==> src/rtl/rg_word_gen.sv <==
// -----------------------------------------------------------------------------
// rg_word_gen
//
// Random word generator built around an RG_LEN-bit feedback ring with entropy
// injection. While iEn is high the ring advances every cycle. After WARMUP
// enabled cycles the generator collects ring bit 0 once per cycle, LSB first,
// into OUT_W-bit words. It offers each completed word to a one-entry output
// register.
//
// Optional feature (macro RG_HEALTH_EN):
//   Defined     -> a repetition-count test runs on the collected bit stream.
//                  A run of RCT_LIMIT equal bits sets the sticky oHealthFail
//                  and blocks all further word offers until reset.
//   Not defined -> oHealthFail is tied to 0 and no run counter is built.
//
// Ports:
//   iClk        in   1      clock, all state changes on the rising edge
//   iRstn       in   1      asynchronous active-low reset
//   iEn         in   1      run enable; low returns the FSM to IDLE
//   iEntropy    in   ENT_W  raw entropy, bit k lands on ring bit k*(RG_LEN/ENT_W)
//   iReady      in   1      consumer accepts oData
//   oData       out  OUT_W  assembled random word
//   oValid      out  1      oData holds an unconsumed word
//   oOverflow   out  1      sticky: a completed word was dropped
//   oHealthFail out  1      sticky: repetition-count test failed
//   oSerial     out  1      ring bit 0
//   oDbgState   out  2      FSM state (0 IDLE, 1 WARMUP, 2 COLLECT)
//
// Handshake: oValid/iReady follow strict valid/ready rules.
//   - A word transfers on every rising edge where oValid=1 and iReady=1.
//   - While oValid=1 and iReady=0, oData holds its value.
//   - The generator cannot stall. A word that completes while the register
//     is full and not being consumed is dropped, and oOverflow is set.
// -----------------------------------------------------------------------------
module rg_word_gen #(
  parameter int                RG_LEN    = 16,
  parameter logic [RG_LEN-1:0] FB_MASK   = 16'hB400,
  parameter int                ENT_W     = 8,
  parameter int                OUT_W     = 8,
  parameter int                WARMUP    = 32,
  parameter int                RCT_LIMIT = 24
) (
  input  logic             iClk,
  input  logic             iRstn,
  input  logic             iEn,
  input  logic [ENT_W-1:0] iEntropy,
  input  logic             iReady,
  output logic [OUT_W-1:0] oData,
  output logic             oValid,
  output logic             oOverflow,
  output logic             oHealthFail,
  output logic             oSerial,
  output logic [1:0]       oDbgState
);

  localparam logic [1:0] ST_IDLE    = 2'd0;
  localparam logic [1:0] ST_WARMUP  = 2'd1;
  localparam logic [1:0] ST_COLLECT = 2'd2;

  localparam int STRIDE = RG_LEN / ENT_W;
  localparam int WC_W   = 10;
  localparam int BC_W   = $clog2(OUT_W);

  logic [RG_LEN-1:0] ring_q, ring_d;
  logic [1:0]        state_q, state_d;
  logic [WC_W-1:0]   wcnt_q, wcnt_d;
  logic [BC_W-1:0]   bcnt_q, bcnt_d;
  logic [OUT_W-1:0]  word_q, word_d;
  logic [OUT_W-1:0]  data_q, data_d;
  logic              valid_q, valid_d;
  logic              ovf_q, ovf_d;

  logic [RG_LEN-1:0] ent_vec;
  logic [OUT_W-1:0]  offer_word;
  logic              offer_raw;
  logic              offer;

  // Spread the entropy bits evenly around the ring.
  always_comb begin
    ent_vec = '0;
    for (int k = 0; k < ENT_W; k++) begin
      ent_vec[k*STRIDE] = iEntropy[k];
    end
  end

  // The ring rotates toward bit 0. Bit 0 wraps to the top, and when bit 0
  // is set it is also XORed into every tap position.
  always_comb begin
    ring_d = ring_q;
    if (iEn) begin
      ring_d = {ring_q[0], ring_q[RG_LEN-1:1]}
             ^ (FB_MASK & {RG_LEN{ring_q[0]}})
             ^ ent_vec;
    end
  end

  // Sequencing. The first enabled cycle seen in IDLE already counts as
  // warm-up cycle 0, so collection starts on enabled cycle WARMUP.
  always_comb begin
    state_d    = state_q;
    wcnt_d     = wcnt_q;
    bcnt_d     = bcnt_q;
    word_d     = word_q;
    offer_raw  = 1'b0;
    offer_word = word_q;
    offer_word[bcnt_q] = ring_q[0];

    if (!iEn) begin
      // The ring and the output register are left untouched here.
      state_d = ST_IDLE;
      wcnt_d  = '0;
      bcnt_d  = '0;
      word_d  = '0;
    end else begin
      case (state_q)
        ST_IDLE, ST_WARMUP: begin
          wcnt_d = wcnt_q + 1'b1;
          if (wcnt_q == WC_W'(WARMUP - 1)) begin
            state_d = ST_COLLECT;
          end else begin
            state_d = ST_WARMUP;
          end
        end
        ST_COLLECT: begin
          if (bcnt_q == BC_W'(OUT_W - 1)) begin
            offer_raw = 1'b1;
            bcnt_d    = '0;
            word_d    = '0;
          end else begin
            bcnt_d = bcnt_q + 1'b1;
            word_d = offer_word;
          end
        end
        default: begin
          state_d = ST_IDLE;
        end
      endcase
    end
  end

`ifdef RG_HEALTH_EN
  logic [7:0] run_q, run_d;
  logic       prev_q, prev_d;
  logic       hf_q, hf_d;

  // run_q = 0 means no bit of the current collection stretch has been seen
  // yet. The counter saturates at the limit.
  always_comb begin
    run_d  = run_q;
    prev_d = prev_q;
    hf_d   = hf_q;
    if (!iEn) begin
      run_d = '0;
    end else if (state_q == ST_COLLECT) begin
      prev_d = ring_q[0];
      if ((run_q != '0) && (ring_q[0] == prev_q)) begin
        run_d = (run_q == 8'(RCT_LIMIT)) ? run_q : run_q + 1'b1;
      end else begin
        run_d = 8'd1;
      end
      if (run_d == 8'(RCT_LIMIT)) begin
        hf_d = 1'b1;
      end
    end
  end

  // The word that completes on the failing cycle is already suppressed.
  assign offer = offer_raw & ~hf_d;

  always_ff @(posedge iClk or negedge iRstn) begin
    if (!iRstn) begin
      run_q  <= '0;
      prev_q <= 1'b0;
      hf_q   <= 1'b0;
    end else begin
      run_q  <= run_d;
      prev_q <= prev_d;
      hf_q   <= hf_d;
    end
  end

  assign oHealthFail = hf_q;
`else
  assign offer       = offer_raw;
  assign oHealthFail = 1'b0;
`endif

  // One-entry output register.
  always_comb begin
    data_d  = data_q;
    valid_d = valid_q;
    ovf_d   = ovf_q;
    if (offer) begin
      if (!valid_q || iReady) begin
        data_d  = offer_word;
        valid_d = 1'b1;
      end else begin
        ovf_d = 1'b1;
      end
    end else if (valid_q && iReady) begin
      valid_d = 1'b0;
    end
  end

  always_ff @(posedge iClk or negedge iRstn) begin
    if (!iRstn) begin
      ring_q  <= '0;
      state_q <= ST_IDLE;
      wcnt_q  <= '0;
      bcnt_q  <= '0;
      word_q  <= '0;
      data_q  <= '0;
      valid_q <= 1'b0;
      ovf_q   <= 1'b0;
    end else begin
      ring_q  <= ring_d;
      state_q <= state_d;
      wcnt_q  <= wcnt_d;
      bcnt_q  <= bcnt_d;
      word_q  <= word_d;
      data_q  <= data_d;
      valid_q <= valid_d;
      ovf_q   <= ovf_d;
    end
  end

  assign oData     = data_q;
  assign oValid    = valid_q;
  assign oOverflow = ovf_q;
  assign oSerial   = ring_q[0];
  assign oDbgState = state_q;

endmodule
==> config.mk <==
export PLATFORM = sky130hd
export DESIGN_NAME = rg_word_gen
export DESIGN_NICKNAME = d
export VERILOG_FILES = /design/src/rtl/rg_word_gen.sv
export SDC_FILE = /design/constraint.sdc
export NUM_CORES = 1
export LEC_CHECK = 0
export CAP_MARGIN = 20
export CELL_PAD_IN_SITES_DETAIL_PLACEMENT = 0
export CELL_PAD_IN_SITES_GLOBAL_PLACEMENT = 2
export CORE_ASPECT_RATIO = 1.75
export CORE_MARGIN = 2
export CORE_UTILIZATION = 34
export DETAILED_ROUTE_END_ITERATION = 12
export PLACE_DENSITY_LB_ADDON = 0.12
export SKIP_CTS_REPAIR_TIMING = 1
export SYNTH_ARGS = -nofsm -noshare
export SYNTH_HDL_FRONTEND = slang
export SYNTH_SLANG_ARGS = --single-unit
==> constraint.sdc <==
create_clock -name iClk -period 1.58 [get_ports iClk]
set_input_delay 0.237 -clock iClk [delete_from_list [all_inputs] [get_ports iClk]]
set_output_delay 0.237 -clock iClk [all_outputs]
set_load 0.01 [all_outputs]
==> results.json, run 1 <==
{
  "p_per_area_mw_per_mm2": 1050,
  "grt_pass1_wl_um": 7510,
  "yosys.cell_count.top_type": "dfrtp_1",
  "worstSetupStartpointType": "flop",
  "synth-seq-area-share_pct": 53.2,
  "via_per_inst": 4.86,
  "antennaDiodeCount": 0,
  "finish.utilization_pct": 44.4,
  "rows": 39,
  "numClockSinks": 48,
  "drv_slew": 0,
  "criticalPathCategory": "flop to flop",
  "hold_class": "primary input to async pin",
  "routed_wl_um": 4500,
  "rr_endpoint": "oData[1]",
  "netlist_area_mm2": 0.00226,
  "path_buf_inv": 1,
  "core_mm2": 0.00649,
  "crit_family": "multiplexers",
  "path_cells": "buf_4, nor3b_1, mux2_2, mux2_4",
  "drc": 0,
  "ys_async_sr_fraction_pct": 100,
  "first_iter_violations": 31,
  "synth_common_cells": "dfrtp_1 (48), mux2i_1 (16), mux2_2 (14)",
  "multiInputGateArea_um2": 998,
  "rr_worst_depth": 4,
  "synth_top_area_share_pct": 53.2,
  "cp_slowest_cell": "dfrtp_1",
  "grt_start_max_net_pins": 49,
  "first_global_vias": 1624,
  "top_level_ports": 26,
  "antenna_found_initial": 0,
  "drtAntennaViolNets": 0,
  "vias": 1506,
  "period_minus_slack_ns": 1.55,
  "clk_latency_ns": 0.28,
  "regArea_mm2": 0.00120,
  "fmax_ghz": 0.643,
  "ir_worst_vdd_mv": 0.687,
  "ys_top_cells_by_area": "dfrtp_1 (53%), mux2i_1 (7.1%), mux2_2 (7.0%), xnor2_1 (3.9%), a21oi_1 (2.4%)",
  "cp.arrival_ns": 1.72,
  "cts_buffer_depth": 2,
  "synth_cell_type_count": 37,
  "firstDrtPassIters": 4,
  "grt_usage_pct": 13.4,
  "clk_pin_slew_ns": 0.06,
  "max-cap-violations": 0,
  "die_w_um": 65.6,
  "r2r_start": "bcnt_q[1]",
  "fillers": 611,
  "r2r_slack_ns": 0.03,
  "clockRootBuffer": "clkbuf_16",
  "drive_gt1_share_pct": 22.4,
  "cts_tree": "done",
  "die_h_um": 112,
  "synth_top_flop_cell": "dfrtp_1",
  "synthCells": 189,
  "synth_seq_cells": 48,
  "finalSetupViolCount": 0,
  "rsz0062_at_grt": "yes",
  "synth_area_per_cell_um2": 11.9,
  "layout.nets": 242,
  "die-area_mm2": 0.00734,
  "synth_warnings": 0,
  "numCtsBuffers": 5,
  "place_congestion": 0.735,
  "slowest_delay_ns": 0.39,
  "worstPathRequired_ns": 1.75,
  "synth-edff-count": 0,
  "start_util_pct": 34.8,
  "clock_skew_ns": 0.00396,
  "grt_overflow": 0,
  "drt-wirelength-per-cell_um": 14.5,
  "dp.final_hpwl_um": 3330,
  "layout.cells.non_filler": 310,
  "yosysTopAreaCell": "dfrtp_1",
  "synth_nets": 204,
  "finalCritPeriodShare_pct": 98.4,
  "cp_max_fo": 9,
  "p_leak_nw": 1.24,
  "worst_setup_path_end_kind": "flop",
  "hold_viol": 0,
  "syn2layout_area_growth_pct": 27.6,
  "h-tree-depth": 2,
  "post-place-cells": 300,
  "outcome": "completed",
  "io_buffer_count": 24
}
-- power by group --
part / switching, mW / internal [mW]
Clock: 0.424 / 0.631
Combinational: 0.187 / 0.282
Sequential: 0.111 / 1.39
-- kinds of logic after synthesis --
| family | synth area share, % |
|---|---|
| XOR/XNOR | 5.04 |
| other | 0.166 |
| AND/OR/NAND/NOR | 13.7 |
| buffers and inverters | 4.49 |
| flip-flops | 53.2 |
| adder cells (fa/ha/maj) | 1.66 |
| AO/OA/AOI/OAI | 7.70 |
| multiplexers | 14.1 |
-- final cells by class --
type,instances,share of cell area [%]
Sequential cell,48,41.8
Tap cell,82,3.56
Inverter,9,1.17
Timing Repair Buffer,43,13.8
Multi-Input combinational cell,120,34.7
Clock buffer,8,5.08
-- cells in the final DEF, fill, tap and decap left out, types with 2 or more instances in the layout --
cell type,synthesis,layout
nand3_1,2,2
clkbuf_1,1,2
nand2_1,4,4
nor2_1,13,13
buf_4,4,16
xor2_1,3,3
a21oi_1,11,11
o21ai_0,2,2
mux2_4,0,2
clkdlybuf4s50_1,0,23
a22o_1,3,3
dfrtp_1,48,46
nand4b_1,2,2
nand2b_1,2,2
xnor2_1,10,10
nor3b_1,4,4
o2bb2ai_1,6,6
clkbuf_16,0,5
inv_1,9,9
nand3b_1,4,4
or4_1,3,3
mux2_2,14,12
mux2i_1,16,16
dfrtp_2,0,2
o31ai_1,3,3
nor3_1,2,2
-- worst max path at each step --
stage	from	endpoint	slack (ns)	cells after the start
CTS	ring_q[0]	oSerial	-0.05	1
detailed placement	iReady	oData[6]	-0.09	5
global placement	iEn	oData[2]	-0.04	5
global route	bcnt_q[1]	oData[3]	-0.04	6
floorplan	bcnt_q[0]	oData[0]	0.08	6
finish	bcnt_q[1]	oData[1]	0.03	4
-- through the flow --
stage	worst slack [ns]	cell area [µm²]	setup TNS [ns]	hold WS [ns]	power (mW)
global placement	-0.0386	2670	-0.288	0.239	1.97
detailed placement	-0.0923	2670	-0.840	0.249	2.00
CTS	-0.0492	2820	-0.156	-0.0584	3.07
floorplan	0.0843	2260	0	-0.0586	1.82
finish	0.0259	2880	0	0.472	3.03
global route	-0.0358	2880	-0.117	0.503	3.20
-- worst register-to-register path: cells and delay by family (launching register included) --
kind / cells / cell delay (ns)
muxes: 2 / 0.64
DFF: 1 / 0.39
and+or+nand+nor: 1 / 0.24
buffers and inverters: 1 / 0.18
-- state kept, by name (all words and copies together), names as in the netlist --
register,count
oValid,1
oData,8
oOverflow,1
word_q,8
ring_q,15
wcnt_q,10
bcnt_q,3
oDbgState,2
-- layer usage --
layer	track usage, %	share of wire (%)	vias up
li1	-	-	726
met1	13.7	38	759
met2	25.4	58	17
met3	2.32	2.0	4
met4	6.25	1.6	0
met5	0	0	-
Note: power is estimated with default switching activity, not from simulation.
==> inputs of run 2 (changes only) <==
- SKIP_CTS_REPAIR_TIMING: 1 -> unset
==> results.json, run 2 (synthesized netlist as in run 1, its figures left out) <==
{
  "place_congestion": 0.735,
  "cts_tree": "done",
  "first_iter_violations": 30,
  "drive_gt1_share_pct": 22.4,
  "p_per_area_mw_per_mm2": 1050,
  "hold_class": "primary input to async pin",
  "worstSetupStartpointType": "flop",
  "worst_setup_path_end_kind": "flop",
  "path_cells": "buf_4, nor3b_1, mux2_2, mux2_4",
  "clockRootBuffer": "clkbuf_16",
  "fillers": 611,
  "numClockSinks": 48,
  "routed_wl_um": 4510,
  "pwr-share-clk_pct": 34.8,
  "clk_latency_ns": 0.28,
  "first_global_vias": 1624,
  "grt_overflow": 0,
  "antenna_found_initial": 0,
  "final_cell_mix": "dfrtp_1 (46), clkdlybuf4s50_1 (23), mux2i_1 (16), buf_4 (16), nor2_1 (13)",
  "clock_skew_ns": 0.00323,
  "vias": 1492,
  "netSwitchingPower_mw": 0.723,
  "met3WireLength_um": 88,
  "p_int_mw": 2.31,
  "rr_worst_depth": 4,
  "reg.largest.list": "ring_q (15), wcnt_q (10)",
  "top_register": "ring_q",
  "grt_start_max_net_pins": 49,
  "firstDrtPassIters": 4,
  "rows": 39,
  "stdcell_area_mm2": 0.00288,
  "finalSetupViolCount": 0,
  "die-area_mm2": 0.00734,
  "grt_usage_pct": 13.4,
  "h-tree-depth": 2,
  "p_leak_nw": 1.24,
  "outcome": "completed",
  "r2r_slack_ns": 0.02,
  "syn2layout_area_growth_pct": 27.6,
  "hold_viol": 0,
  "grt_pass1_wl_um": 7510,
  "via_per_inst": 4.81,
  "ir_worst_vdd_mv": 0.688,
  "highest_layer": "met4",
  "die_w_um": 65.6,
  "layout.nets": 242,
  "cp_max_fo": 9,
  "met1_length_um": 1750,
  "top_level_ports": 26,
  "total_power_mw": 3.03,
  "dp.final_hpwl_um": 3330,
  "antennaDiodeCount": 0,
  "core_mm2": 0.00649,
  "drtAntennaViolNets": 0,
  "final_common_cell": "dfrtp_1",
  "clk_pin_slew_ns": 0.06,
  "fmax_ghz": 0.643,
  "largest_reg_flops": 15,
  "p_seq_share_pct": 49.7,
  "io_buffer_count": 24,
  "numCtsBuffers": 5,
  "rr_endpoint": "oData[1]",
  "place_area_mm2": 0.00267,
  "cts_buffer_depth": 2,
  "criticalPathCategory": "flop to flop",
  "die_h_um": 112,
  "max-cap-violations": 0,
  "cp.arrival_ns": 1.72,
  "drc": 0,
  "cp_slowest_cell": "dfrtp_1",
  "start_util_pct": 34.8,
  "worstPathRequired_ns": 1.75,
  "finalCritPeriodShare_pct": 98.4,
  "period_minus_slack_ns": 1.56,
  "met2RoutedLength_um": 2590,
  "slowest_delay_ns": 0.39,
  "comb_power_share_pct": 15.5,
  "switching_share_pct": 23.9,
  "path_buf_inv": 1,
  "drv_slew": 0,
  "r2r_start": "bcnt_q[1]",
  "crit_family": "multiplexers",
  "drt-wirelength-per-cell_um": 14.5,
  "rsz0062_at_grt": "yes"
}
run 2: how the worst max path moves through the flow:
stage / start / end / slack [ns] / cells after the start
after global routing: bcnt_q[1] / oData[3] / -0.04 / 6
after global placement: iEn / oData[2] / -0.04 / 5
after CTS: bcnt_q[1] / oData[6] / 0.04 / 6
final: bcnt_q[1] / oData[1] / 0.02 / 4
after floorplan: bcnt_q[0] / oData[0] / 0.08 / 6
after detailed placement: iReady / oData[6] / -0.09 / 5
run 2: area by class of cell:
class                      instances  area [µm²]  share of cell area, %
timing repair buffer              43         397                   13.8
tap                               82         103                   3.56
inverter                           9        33.8                   1.17
multi-input combinational        120         998                   34.7
sequential                        48        1200                   41.8
clock buffer                       8         146                   5.08
run 2: through the flow:
stage / util, % / setup WS [ns] / hold WS (ns) / TNS, ns / cells
3_5_place_dp: 41.1 / -0.0923 / 0.249 / -0.840 / 300
4_1_cts: 43.6 / 0.0382 / 0.483 / 0 / 309
3_3_place_gp: 41.1 / -0.0386 / 0.239 / -0.288 / 300
2_1_floorplan: - / 0.0843 / -0.0586 / 0 / 189
6_report: 44.4 / 0.0249 / 0.474 / 0 / 310
5_1_grt: 44.4 / -0.0358 / 0.503 / -0.117 / 310
run 2: timing repair:
item / in CTS / in global routing
hold endpoints to repair: 48 / 0
setup buffers: 0 / 1
gates resized for setup: 3 / 9
hold buffers: 1 / 0
setup endpoints to repair: 7 / 9
run 2: worst register-to-register path, stage by stage, from the launching register on:
cell and delay (ns):
dfrtp_1 0.39, buf_4 0.18, nor3b_1 0.24, mux2_2 0.38
mux2_4 0.26
run 2: layer usage:
metal	global-route usage, %	vias to the layer above
li1	-	725
met1	13.7	745
met2	25.4	17
met3	2.22	5
met4	6.25	0
met5	0	-
run 2: power groups by stage:
| stage | registers (mW) | clock network (mW) | logic (mW) |
|---|---|---|---|
| finish | 1.50 | 1.05 | 0.470 |
| global route | 1.52 | 1.14 | 0.529 |
| CTS | 1.51 | 1.09 | 0.478 |
| detailed placement | 1.53 | 0 | 0.472 |
| global placement | 1.52 | 0 | 0.458 |
| floorplan | 1.50 | 0 | 0.326 |
